$ cat src/rtl/core_pkg.sv
// Shared types and constants for the multi-cycle core front end.
// Latency: none (declarations only).
// Backpressure: none (declarations only).
package core_pkg;

    localparam int INST_W = 32;

    typedef logic [2:0] phase_t;

    // Phase in which instruction memory samples pc, and the phase in which
    // the registered memory word is captured into ir.
    localparam phase_t PHASE_FETCH   = 3'd0;
    localparam phase_t PHASE_CAPTURE = 3'd1;

    localparam logic [INST_W-1:0] RESET_PC_DEFAULT = 32'h0000_0000;

endpackage

$ cat src/rtl/if_next_pc.sv
// Next fetch address selection (redirect or sequential +4) and its legality.
// Latency: purely combinational.
// Backpressure: none; the caller decides when the result is consumed.
module if_next_pc
    import core_pkg::*;
#(
    parameter int IM_BYTES = 512
) (
    input  logic [INST_W-1:0] pc,
    input  logic              redirect_valid,
    input  logic [INST_W-1:0] redirect_target,
    output logic [INST_W-1:0] next_pc,
    output logic              illegal
);

    localparam logic [INST_W-1:0] IM_LIMIT = INST_W'(IM_BYTES);

    // Pick the candidate and flag misaligned or out-of-memory addresses.
    always_comb begin
        next_pc = redirect_valid ? redirect_target : pc + 32'd4;
        illegal = (next_pc[1:0] != 2'b00) || (next_pc >= IM_LIMIT);
    end

endmodule

$ cat src/rtl/if_sequencer.sv
// Instruction-fetch initiator: owns pc and phase counter, captures ir.
// Latency: ir/ir_pc/ir_valid update 2 clocks after counter reaches 0.
// Backpressure: stall freezes counter, pc, ir, ir_pc, ir_valid and fetch_err.
module if_sequencer
    import core_pkg::*;
#(
    parameter int                NUM_PHASES = 5,
    parameter logic [INST_W-1:0] RESET_PC   = RESET_PC_DEFAULT,
    parameter int                IM_BYTES   = 512
) (
    input  logic              clk,
    input  logic              rst,
    input  logic              stall,
    input  logic              redirect_valid,
    input  logic [INST_W-1:0] redirect_target,
    input  logic [INST_W-1:0] inst_in,
    output logic [INST_W-1:0] pc,
    output logic [2:0]        counter,
    output logic [INST_W-1:0] ir,
    output logic [INST_W-1:0] ir_pc,
    output logic              ir_valid,
    output logic              fetch_err
);

    localparam phase_t PHASE_LAST = phase_t'(NUM_PHASES - 1);

    logic [INST_W-1:0] next_pc;
    logic              next_illegal;

    if_next_pc #(
        .IM_BYTES (IM_BYTES)
    ) u_next_pc (
        .pc              (pc),
        .redirect_valid  (redirect_valid),
        .redirect_target (redirect_target),
        .next_pc         (next_pc),
        .illegal         (next_illegal)
    );

    // Phase sequencing, instruction capture and pc update; an illegal next
    // address keeps pc so the same instruction is refetched while the sticky
    // error tells the core to halt.
    always_ff @(posedge clk) begin
        if (rst) begin
            counter   <= PHASE_FETCH;
            pc        <= RESET_PC;
            ir        <= '0;
            ir_pc     <= '0;
            ir_valid  <= 1'b0;
            fetch_err <= 1'b0;
        end else if (!stall) begin
            counter <= (counter == PHASE_LAST) ? PHASE_FETCH : counter + 3'd1;

            if (counter == PHASE_CAPTURE) begin
                ir       <= inst_in;
                ir_pc    <= pc;
                ir_valid <= 1'b1;
            end

            if (counter == PHASE_LAST) begin
                if (next_illegal) begin
                    fetch_err <= 1'b1;
                end else begin
                    pc <= next_pc;
                end
            end
        end
    end

endmodule

$ cat config.mk
export PLATFORM = sky130hd
export DESIGN_NAME = if_sequencer
export DESIGN_NICKNAME = d
export VERILOG_FILES = /design/src/rtl/core_pkg.sv /design/src/rtl/if_next_pc.sv /design/src/rtl/if_sequencer.sv
export SDC_FILE = /design/constraint.sdc
export NUM_CORES = 1
export LEC_CHECK = 0
export ABC_AREA = 1
export BUFFER_PORTS_ARGS = -buffer_cell sky130_fd_sc_hd__buf_2
export CORE_MARGIN = 1
export CORE_UTILIZATION = 50
export DETAILED_ROUTE_END_ITERATION = 7
export PLACE_DENSITY_LB_ADDON = 0.2
export SLEW_MARGIN = 0
export SYNTH_ARGS = -nofsm -noshare
export SYNTH_HDL_FRONTEND = slang
export SYNTH_SLANG_ARGS = --single-unit
$ cat constraint.sdc
create_clock -name clk -period 3.1 [get_ports clk]
set_clock_uncertainty 0.2 [all_clocks]
set_input_delay 0.31 -clock clk [delete_from_list [all_inputs] [get_ports clk]]
set_output_delay 0.31 -clock clk [all_outputs]
set_load 0.01 [all_outputs]
=== Word level (Yosys, flattened, before mapping) ===
Index checks and enable logic that the tools add are counted.

* Bits in registers: 101
* Latch bits: 0
* Bits in writable memories: 0
* Bits in read-only memories: 0
* Input port bits: 68
* Output and inout port bits: 101
* Memories kept: 0

* $add $sub $neg: 2
* Multiply operators: 0
* Divide/modulo/power cells: 0
* Magnitude comparators: 1
* Equal/unequal tests: 2
* Shift operators: 0
* Muxes and demuxes: 2
* Bitwise operators: 2
* Reduce and logical (&&, ||, !) cells: 5

{| class="wikitable"
|+ Operators by type and width
! operator !! count
|-
| adder 32 x 3 -> 32 bit (second input constant) || 1
|-
| >= comparator 32 x 10 -> 1 bit (second input constant) || 1
|-
| two-way mux 32 bit || 1
|-
| AND reduction 3 bit || 2
|-
| adder 3 x 1 -> 3 bit (second input constant) || 1
|-
| equality test 3 x 1 -> 1 bit (second input constant) || 1
|-
| equality test 3 bit (second input constant) || 1
|-
| two-way mux 3 bit || 1
|-
| NOT 1 bit || 2
|-
| AND reduction 2 bit || 1
|-
| nonzero test 2 bit || 1
|-
| logical OR 1 bit || 1
|}

=== Longest topological paths before layout ===
* Depth in word-level cells: 6
* Mapped depth: 18
* Depth with buffers taken out: 17

=== Hierarchy ===
Synthesis repeated with hierarchy kept, for this count alone.

* Cells, all modules: 996
* Area total of the unflattened synthesis: 6022.0 sq um

{| class="wikitable"
|+ By module, submodules not included
! module !! times used !! cells each !! area each (sq um)
|-
| if_sequencer || 1 || 660 || 4499.3
|-
| if_next_pc || 1 || 336 || 1522.7
|}

=== Least setup slack after synthesis ===
No wires, ideal clock.

* Kind: reg-to-reg
* Start point: reg pc[3]
* End point: reg pc[18]
* Setup time: 0.119 ns
* Arrival: 2.134 ns
* Required time: 2.781 ns
* Slack: 0.646 ns
* Stages on the path, launching flop included: 14
* Path buffers: 1
* Period minus slack after synthesis: 2.454 ns
* Cell sequence: dfxtp_1 ha_1 inv_1 nor2_4 nand2_1 nor2_2 nand4_1 nand3_1 nand4_1 nor2_1 nand4_4 nand2_1 buf_4 a21oi_1

* Word-level cells in the longest chain between the ends: 6

{| class="wikitable"
|+ Ends and longest elaborated chain
! item !! line !! source
|-
| from (decl) || if_sequencer.sv:17 || <nowiki>output logic [INST_W-1:0] pc,</nowiki>
|-
| from (signal assigned) || if_sequencer.sv:64 || <nowiki>pc <= next_pc;</nowiki>
|-
| adder 32 x 3 -> 32 bit * || if_next_pc.sv:20 || <nowiki>next_pc = redirect_valid ? redirect_target : pc + 32'd4;</nowiki>
|-
| two-way mux 32 bit * || if_next_pc.sv:20 ||
|-
| >= comparator 32 x 10 -> 1 bit || if_next_pc.sv:21 || <nowiki>illegal = (next_pc[1:0] != 2'b00) || (next_pc >= IM_LIMIT);</nowiki>
|-
| logical OR 1 bit || if_next_pc.sv:21 ||
|-
| NOT 1 bit (no source line) || -- ||
|-
| AND reduction 3 bit (no source line) || -- ||
|}

Every way passes the cells marked *; elsewhere a longest branch is shown, timed or not.
A chain may end at the register's enable or synchronous reset.

=== Worst setup path after layout ===
* Start point: reg pc[3]
* End point: reg pc[0]

* Word-level cells in the longest chain between the ends: 6

{| class="wikitable"
|+ Ends and longest elaborated chain
! item !! line
|-
| adder 32 x 3 -> 32 bit || if_next_pc.sv:20
|-
| two-way mux 32 bit || if_next_pc.sv:20
|-
| >= comparator 32 x 10 -> 1 bit || if_next_pc.sv:21
|-
| logical OR 1 bit || if_next_pc.sv:21
|-
| NOT 1 bit (no source line) || --
|-
| AND reduction 3 bit (no source line) || --
|}

No other way between the ends.

==> results.toml <==
[layout]
drive_gt1_frac = 0.258
final_nets = 971
finalNonFillerCells = 1033
nFillCells = 858
n_antenna_cell = 0
mostFrequentLayoutCells = "buf_2, nand2_1, nor2_1"
area_delta_synth_final_pct = 30.6
layout_commonest_cell = "buf_2"

[setup_path]
worstPathRequired_ps = 3180
crit_cells = 14
worstPathMaxFanout = 25
criticalPathCategory = "register to register"
critPathCaptureType = "register"
rr_worst_depth = 14
ff2ff_setup_slack_ps = 160
startpoint_type = "register"
endpoint = "pc[0]"
path_cells = "ha_1 > nand3_1 > nor2_2 > nand4_1 > nand2_1 > nand2_1 > nand2_1 > nand3_1 > nor2_1 > nand2_1 > nor2_1 > nand4_4 > buf_4 > a21oi_1"
path_buf_inv = 1
slowest_delay_ps = 420
r2r-start = "pc[3]"
cp-startpoint = "pc[3]"
critical-path-top-delay-family = "simple AND/OR/NAND/NOR gates"
arrival_ps = 3020
crit_top_cell = "nand2_1"
slowest_stage = "dfxtp_1"
r2r-end = "pc[0]"

[synth]
synth_nets = 781
yosysSeqAreaShare = 0.422
synth_area_um2 = 4790
yosysWarnings = 0
yosys_register_bits = 101
synthDominantCellAreaShare = 0.422
netlist_top_cells_area = "dfxtp_1, nand2_1, nor2_1"
synth_area_per_cell_um2 = 6.76
syn-instance-count = 709
yosysUniqueCellTypes = 29
yosys.area.top_type = "dfxtp_1"

[global_route]
grt_use_total = 0.304
grt_overflow = 0
grt_pass1_wl_um = 23700
antenna_found_initial = 0
grt_max_degree = 77
grt_pass1_vias = 4860

[die]
std_cell_rows = 35
die_h_um = 99.9
dieArea_um2 = 9990
coreArea_um2 = 9280
initial_core_util = 0.516
ios = 169
fp.dieW_um = 99.9

[route]
drc = 0
vias = 5359
via_per_inst = 5.19
drtIter0Drc = 293
first_pass_iters = 5
ant_nets = 0
avgRoutedWirePerCell_um = 14.7
wl_um = 15200

[timing]
worstMarginPinSlew_ps = 654
fmax_mhz = 340
min_period_ps = 2940
rsz0062_at_grt = "false"
setup_tns_ps = 0
slew_headroom = 0.564
timing.final.crit_share = 0.948
hold_viol = 0
setup_viol = 0
maxSlewViolCount = 0

[cts]
ctsResizeCount = 0
cts_num_sinks = 101
post_cts_buffers = 0
clk_path_buf_depth = 2
clkTransAtPathRegs_ps = 100
numCtsBuffers = 9
holdBufCountCts = 31
cts_tree = "yes"
cts-htree-levels = 3
insertion_delay_ps = 370
cts_root_buffer = "clkbuf_8"

[place]
io_buffers = 168
gp_congestion = 1.01
placed_cells = 986
detailed_place_hpwl_um = 10700

[pwr]
p_leak_nw = 2.91
peakVddDrop_v = 0.000273
power.density_nw_per_um2 = 411

[min_path]
worstHoldPathCells = 3
hold_start = "inst_in[27]"
min_path_type = "primary input to register"

[outcome]
status = "complete, no violations"

[run]
max-cap-violations = 0
[registers in the layout (all words and copies together) (netlist names)]
signal and flops:
ir_valid 1, pc 32, counter 3, ir_pc 32
fetch_err 1, ir 32
[cells in the mapped netlist (all sizes together)]
cell / count
xor2: 2
nand4: 11
nand3b: 3
o21ai: 76
inv: 61
xnor2: 1
a21oi: 55
nand3: 48
a211oi: 2
mux2i: 2
dfxtp: 101
ha: 4
nor2: 144
a31oi: 2
nand2: 150
or2: 13
nor3: 2
buf: 9
clkbuf: 23
[report_power, final]
part | switching, mW | internal [mW] | total, mW | leakage, nW
Sequential | 0.0280 | 1.35 | 1.38 | 0.821
Combinational | 0.198 | 0.159 | 0.357 | 2.00
Clock | 0.500 | 0.334 | 0.834 | 0.0955
[cell families (layout without fill, tap and decap cells)]
| group | count (synthesis) | in the layout | share of synthesized area |
|---|---|---|---|
| AND/OR/NAND/NOR | 371 | 371 | 0.332 |
| buffers and inverters | 93 | 288 | 0.0770 |
| multiplexers | 2 | 2 | 0.00418 |
| AO/OA/AOI/OAI | 135 | 135 | 0.149 |
| adder cells (fa/ha/maj) | 4 | 4 | 0.0104 |
| XOR/XNOR | 3 | 3 | 0.00548 |
| flip-flops | 101 | 101 | 0.422 |
[metrics by stage]
stage	util	hold slack (ps)	worst slack [ps]	instance area, um2	total power [mW]
global placement	0.620	252	322	5760	1.72
CTS	0.674	0.673	211	6260	2.58
finish	0.674	33.8	160	6260	2.57
global route	0.674	25.0	13.9	6260	2.68
floorplan	-	182	646	4790	1.59
detailed placement	0.620	259	248	5760	1.73
[metal layers]
metal | global-route usage | share of wire | vias up
li1 | - | - | 2656
met1 | 0.400 | 0.43 | 2447
met2 | 0.497 | 0.47 | 227
met3 | 0.0675 | 0.081 | 29
met4 | 0.0962 | 0.020 | 0
met5 | 0 | 0 | -
[worst register-to-register path, stage by stage, from the launching register on]
cell and delay [ps]:
dfxtp_1 420, ha_1 280, nand3_1 180, nor2_2 280, nand4_1 120, nand2_1 100
nand2_1 60, nand2_1 50, nand3_1 60, nor2_1 230, nand2_1 100, nor2_1 200
nand4_4 120, buf_4 240, a21oi_1 230
[final cells by class]
cell class,instances,area [um2],share of cell area
clock buffer,11,141,0.0226
clock inverter,5,50.0,0.00799
inverter,61,229,0.0366
multi-input combinational,515,2400,0.384
sequential,101,2020,0.323
tap,129,161,0.0258
timing repair buffer,211,1250,0.200
[worst min path at each step]
stage,end,slack (ps)
2_1_floorplan,pc[15],180
3_3_place_gp,ir_valid,250
3_5_place_dp,fetch_err,260
4_1_cts,ir[27],0.7
5_1_grt,ir[27],20
6_report,ir[27],30
(Power assumes the default switching activity.)
